$ cat src/rtl/periph_bus_arbiter.sv
// periph_bus_arbiter
// Two-requester (CPU = port 0, debug/DMA = port 1) round-robin arbiter in front
// of a peripheral register block. A transaction is sampled in IDLE, driven on the
// bus for one ACCESS cycle, and acknowledged by a one-cycle done pulse in RESP.
// Optional feature: define PERIPH_ARB_LOCK_EN to honour req_lock, which lets the
// current owner keep the bus for up to four consecutive locked grants.
module periph_bus_arbiter (
  input  logic        clock,
  input  logic        reset_n,
  input  logic [1:0]  req,
  input  logic [1:0]  req_mode,
  input  logic [63:0] req_address,
  input  logic [63:0] req_wdata,
  input  logic [1:0]  req_lock,
  output logic [1:0]  grant,
  output logic [1:0]  done,
  output logic [31:0] rdata,
  output logic [31:0] periph_address,
  output logic        periph_mode,
  output logic [31:0] periph_data_in,
  input  logic [31:0] periph_data_out
);

  typedef enum logic [1:0] {
    S_IDLE   = 2'd0,
    S_ACCESS = 2'd1,
    S_RESP   = 2'd2
  } state_t;

  state_t      r_state;
  state_t      w_state_nxt;

  logic        r_last;        // port that received the most recent grant
  logic [1:0]  r_grant;
  logic [1:0]  r_done;
  logic [31:0] r_rdata;
  logic [31:0] r_paddr;
  logic        r_pmode;
  logic [31:0] r_pdata;

  logic        w_winner;
  logic        w_last_nxt;
  logic [1:0]  w_grant_nxt;
  logic [1:0]  w_done_nxt;
  logic [31:0] w_rdata_nxt;
  logic [31:0] w_paddr_nxt;
  logic        w_pmode_nxt;
  logic [31:0] w_pdata_nxt;

`ifdef PERIPH_ARB_LOCK_EN
  logic [2:0]  r_lock_cnt;    // consecutive locked grants so far
  logic        r_lock_pend;   // previous owner asked to keep the bus
  logic [2:0]  w_lock_cnt_nxt;
  logic        w_lock_pend_nxt;
  logic        w_lock_hit;
`else
  // Lock hint has no function in this build; fold it so it is visibly consumed.
  logic        w_unused_lock;
  assign w_unused_lock = ^req_lock;
`endif

  // Pick the requester that wins an IDLE arbitration this cycle.
  always_comb begin
    w_winner = 1'b0;
    if (req == 2'b11) begin
      w_winner = ~r_last;
    end else if (req[1]) begin
      w_winner = 1'b1;
    end else begin
      w_winner = 1'b0;
    end
`ifdef PERIPH_ARB_LOCK_EN
    // A pending lock keeps the previous owner, unless four locked grants are used up.
    w_lock_hit = r_lock_pend && (r_lock_cnt < 3'd4) && req[r_last];
    if (w_lock_hit) begin
      w_winner = r_last;
    end else begin
      w_winner = w_winner;
    end
`endif
  end

  // State register.
  always_ff @(posedge clock or negedge reset_n) begin
    if (!reset_n) begin
      r_state <= S_IDLE;
    end else begin
      r_state <= w_state_nxt;
    end
  end

  // Next-state logic: IDLE waits for a request, ACCESS and RESP last one cycle each.
  always_comb begin
    w_state_nxt = S_IDLE;
    case (r_state)
      S_IDLE: begin
        if (|req) begin
          w_state_nxt = S_ACCESS;
        end else begin
          w_state_nxt = S_IDLE;
        end
      end
      S_ACCESS: w_state_nxt = S_RESP;
      S_RESP:   w_state_nxt = S_IDLE;
      default:  w_state_nxt = S_IDLE;
    endcase
  end

  // Output logic: next values of the registered bus, grant, done and rdata.
  always_comb begin
    w_grant_nxt = 2'b00;
    w_done_nxt  = 2'b00;
    w_rdata_nxt = r_rdata;
    w_paddr_nxt = 32'h0000_0000;
    w_pmode_nxt = 1'b0;
    w_pdata_nxt = 32'h0000_0000;
    w_last_nxt  = r_last;
`ifdef PERIPH_ARB_LOCK_EN
    w_lock_cnt_nxt  = r_lock_cnt;
    w_lock_pend_nxt = r_lock_pend;
`endif
    case (r_state)
      S_IDLE: begin
        if (|req) begin
          // Capture the winner's request; later input changes are ignored.
          w_grant_nxt = w_winner ? 2'b10 : 2'b01;
          w_paddr_nxt = w_winner ? req_address[63:32] : req_address[31:0];
          w_pdata_nxt = w_winner ? req_wdata[63:32] : req_wdata[31:0];
          w_pmode_nxt = req_mode[w_winner];
          w_last_nxt  = w_winner;
`ifdef PERIPH_ARB_LOCK_EN
          if (r_lock_cnt == 3'd4) begin
            w_lock_cnt_nxt = 3'd0;
          end else if (req_lock[w_winner]) begin
            w_lock_cnt_nxt = r_lock_cnt + 3'd1;
          end else begin
            w_lock_cnt_nxt = 3'd0;
          end
`endif
        end else begin
          w_grant_nxt = 2'b00;
        end
      end
      S_ACCESS: begin
        // Bus is released for RESP; the owner keeps grant and receives done.
        w_grant_nxt = r_grant;
        w_done_nxt  = r_grant;
        if (r_pmode) begin
          w_rdata_nxt = r_rdata;
        end else begin
          w_rdata_nxt = periph_data_out;
        end
      end
      S_RESP: begin
        w_grant_nxt = 2'b00;
`ifdef PERIPH_ARB_LOCK_EN
        w_lock_pend_nxt = r_grant[1] ? req_lock[1] : req_lock[0];
`endif
      end
      default: begin
        w_grant_nxt = 2'b00;
      end
    endcase
  end

  // Output and arbitration-history registers.
  always_ff @(posedge clock or negedge reset_n) begin
    if (!reset_n) begin
      r_grant <= 2'b00;
      r_done  <= 2'b00;
      r_rdata <= 32'h0000_0000;
      r_paddr <= 32'h0000_0000;
      r_pmode <= 1'b0;
      r_pdata <= 32'h0000_0000;
      r_last  <= 1'b1;
    end else begin
      r_grant <= w_grant_nxt;
      r_done  <= w_done_nxt;
      r_rdata <= w_rdata_nxt;
      r_paddr <= w_paddr_nxt;
      r_pmode <= w_pmode_nxt;
      r_pdata <= w_pdata_nxt;
      r_last  <= w_last_nxt;
    end
  end

`ifdef PERIPH_ARB_LOCK_EN
  // Lock bookkeeping registers.
  always_ff @(posedge clock or negedge reset_n) begin
    if (!reset_n) begin
      r_lock_cnt  <= 3'd0;
      r_lock_pend <= 1'b0;
    end else begin
      r_lock_cnt  <= w_lock_cnt_nxt;
      r_lock_pend <= w_lock_pend_nxt;
    end
  end
`endif

  assign grant          = r_grant;
  assign done           = r_done;
  assign rdata          = r_rdata;
  assign periph_address = r_paddr;
  assign periph_mode    = r_pmode;
  assign periph_data_in = r_pdata;

endmodule
$ cat config.mk
export PLATFORM = sky130hd
export DESIGN_NAME = periph_bus_arbiter
export DESIGN_NICKNAME = d
export VERILOG_FILES = /design/src/rtl/periph_bus_arbiter.sv
export SDC_FILE = /design/constraint.sdc
export NUM_CORES = 1
export LEC_CHECK = 0
export BUFFER_PORTS_ARGS = -buffer_cell sky130_fd_sc_hd__buf_2
export CORE_AREA = 2 2 105 107
export CTS_CLUSTER_SIZE = 12
export DETAILED_ROUTE_END_ITERATION = 8
export DIE_AREA = 0 0 107 109
export PLACE_DENSITY = 0.76
export SYNTH_ARGS = -nofsm -noshare
export SYNTH_HDL_FRONTEND = slang
export SYNTH_SLANG_ARGS = --single-unit
$ cat constraint.sdc
create_clock -name clock -period 4.2 [get_ports clock]
set_clock_uncertainty 0.05 [all_clocks]
set_input_delay 1.26 -clock clock [delete_from_list [all_inputs] [get_ports clock]]
set_output_delay 1.26 -clock clock [all_outputs]
set_load 0.02 [all_outputs]
==> flow_metrics.env <==
export IMPL_wl_um=10700
export IMPL_placedCellCount=753
export IMPL_drv_cap=0
export IMPL_grt_pass1_wl_um=16600
export IMPL_fmax_ghz=0.384
export IMPL_area_delta_synth_final_pct=37.9
export IMPL_post_cts_setup_buffers=0
export IMPL_critPathTopFamily="compound AO/OA/AOI/OAI gates"
export IMPL_synth_area_sq_um=4180
export IMPL_fin_crit_ps=2600
export IMPL_post_synth_fa_ha_maj_area_fraction=0
export IMPL_clk_latency_ps=360
export IMPL_post_route_period_util=0.619
export IMPL_gr_total_overflow=0
export IMPL_wl_per_cell_um=13.9
export IMPL_cts_tree="done"
export IMPL_cts_buffers=9
export IMPL_syn_inst=368
export IMPL_finalSetupTns_ps=0
export IMPL_start_kind="primary input"
export IMPL_dr_pass1_iters=4
export IMPL_required_ps=4420
export IMPL_core_sq_um=10600
export IMPL_holdWs_ps=456
export IMPL_die_h_um=109
export IMPL_vias_per_cell=4.58
export IMPL_place_congestion=0.791
export IMPL_yosys_area_top_type_share=0.617
export IMPL_vias=3523
export IMPL_clock_root_buffer="clkbuf_8"
export IMPL_die_area_sq_um=11700
export IMPL_clock_sinks=104
export IMPL_yosys_area_share_simple=0.128
export IMPL_layout_nets=792
export IMPL_synth_compound_area_frac=0.0878
export IMPL_cts_resized=0
export IMPL_path_max_fanout=42
export IMPL_synth_top_family_by_area="simple AND/OR/NAND/NOR gates"
export IMPL_cp_slowest_stage_delay_ps=620
export IMPL_start_util=0.394
export IMPL_antenna_found_initial=0
export IMPL_first_iter_violations=188
export IMPL_layoutNonFillerInstCount=769
export IMPL_hold_buffers=0
export IMPL_finalPower_w=0.00390
export IMPL_grt_max_degree=92
export IMPL_fill_cells=944
export IMPL_drv_slew=0
export IMPL_cp_arrival_ps=2820
export IMPL_worstSetupPathType="primary input to register"
export IMPL_p_per_area_nw_per_um2=677
export IMPL_grt_usage=0.185
export IMPL_synthesis_nets=536
export IMPL_final_cell_mix="buf_2 (265), nand2_1 (130), dfrtp_1 (103), a21oi_1 (65), mux2_4 (30)"
export IMPL_synth_seq_cells=104
export IMPL_hpwl_um=7970
export IMPL_cts_clk_slew_worst_paths_ps=90
export IMPL_htreeDepth=3
export IMPL_setup_viol=0
export IMPL_r2r_setup_slack_ps=2020
export IMPL_synth_cell_types=19
export IMPL_crit_path_end_kind="register"
export IMPL_outcome="complete, no violations"
export IMPL_worstHoldPathType="register to register"
export IMPL_synthMuxAreaShare=0.116
export IMPL_synth_xor_area_share=0
export IMPL_crit_buf_inv=2
export IMPL_rows=38
export IMPL_grt_setup_unrepaired="false"
export IMPL_yosysTopAreaCell="dfrtp_1"
export IMPL_mostFrequentLayoutCell="buf_2"
export IMPL_insertedDiodeCount=0
export IMPL_relSlewSlack=0.196
export IMPL_first_global_vias=3458
export IMPL_ant_nets=0
export IMPL_ios=269
export IMPL_yosys_warnings=0
export IMPL_crit_chain="buf_2 -> a21boi_4 -> buf_4 -> nand2_1 -> a21oi_1"
export IMPL_tightest_slew_ps=1200
export IMPL_drive_above_1_share=0.517
export IMPL_peakVddDrop_mv=0.363
export IMPL_synth_avg_cell_area_sq_um=11.4
export IMPL_cts_buffer_depth=2
export IMPL_die_w_um=107
export IMPL_synth_area_leaders="dfrtp_1 (62%), nand2_1 (12%), mux2_4 (11%), a21oi_1 (7.8%), buf_12 (1.4%)"
export IMPL_yosysSeqAreaShare=0.623
export IMPL_placement_io_buffers=266
export IMPL_hold_violations=0
export IMPL_p_leak_nw=3.24
export IMPL_drc=0
export IMPL_slowest_stage="a21boi_4"
-- worst paths after layout --
path                                      start                      endpoint  cells past startpoint
min                        r_state[1]$_DFF_PN0_          r_state[1]$_DFF_PN0_                      1
max                                      req[1]  periph_address[19]$_DFF_PN0_                      5
max reg2reg                r_state[1]$_DFF_PN0_         rdata[31]$_DFFE_PN0P_                      3
min reg2reg                r_state[1]$_DFF_PN0_          r_state[1]$_DFF_PN0_                      1
max in group asynchronous               reset_n  periph_data_in[16]$_DFF_PN0_                      2
min in group asynchronous               reset_n         rdata[19]$_DFFE_PN0P_                      1
-- cells by family after synthesis --
family,count (synthesis)
and+or+nand+nor,135
DFF,104
AOI/OAI and AO/OA,70
muxes,33
buffers and inverters,26
-- state kept, by name (all words and copies together), names as in the netlist --
register / count
r_state: 2
r_last: 1
periph_data_in: 32
done: 2
rdata: 32
periph_address: 32
grant: 2
periph_mode: 1
-- worst register-to-register path, cell delays in order (launching register included) --
cell	delay, ps
dfrtp_1	420
nor2b_4	180
nor2b_4	980
mux2_2	450
-- metal layers --
metal,vias to the layer above,GRT usage,wire length (um)
met4,0,0.0779,202
met2,161,0.323,5440
li1,1705,-,-
met5,-,0,0
met3,13,0.0520,787
met1,1644,0.214,4280
-- final cells by class --
class / count / area, sq um / share of cell area
Tap cell: 140 / 175 / 0.0304
Clock buffer: 13 / 159 / 0.0276
Clock inverter: 3 / 40.0 / 0.00695
Sequential cell: 104 / 2600 / 0.452
Inverter: 1 / 3.75 / 0.000651
Timing Repair Buffer: 270 / 1380 / 0.239
Multi-Input combinational cell: 238 / 1400 / 0.244
-- power breakdown --
part | leakage [nW] | internal (W) | switching [W]
Combinational | 1.81 | 0.000737 | 0.00103
Sequential | 1.33 | 0.00136 | 0.000144
Clock | 0.103 | 0.000307 | 0.000320
Total | 3.24 | 0.00240 | 0.00150
-- metrics by stage --
| stage | worst slack [ps] | cell area [sq um] | utilization |
|---|---|---|---|
| 4_1_cts | 1640 | 5760 | 0.543 |
| 3_3_place_gp | 1330 | 5560 | 0.525 |
| 5_1_grt | 1470 | 5760 | 0.543 |
| 6_report | 1600 | 5760 | 0.543 |
| 2_1_floorplan | 2070 | 4180 | - |
| 3_5_place_dp | 1230 | 5560 | 0.525 |
-- Yosys cell counts --
cell type  count
inv_1          1
mux2_2         3
buf_12         3
buf_4          7
a21bo_2        1
buf_6          1
a21boi_2       1
nand2_1      130
mux2_4        30
clkbuf_1       7
o21bai_1       2
and2_2         2
a21oi_1       65
o21ai_1        1
nor2b_4        2
buf_2          7
nor2_1         1
dfrtp_1      103
dfstp_2        1
Power figures use the tool's default switching activity.
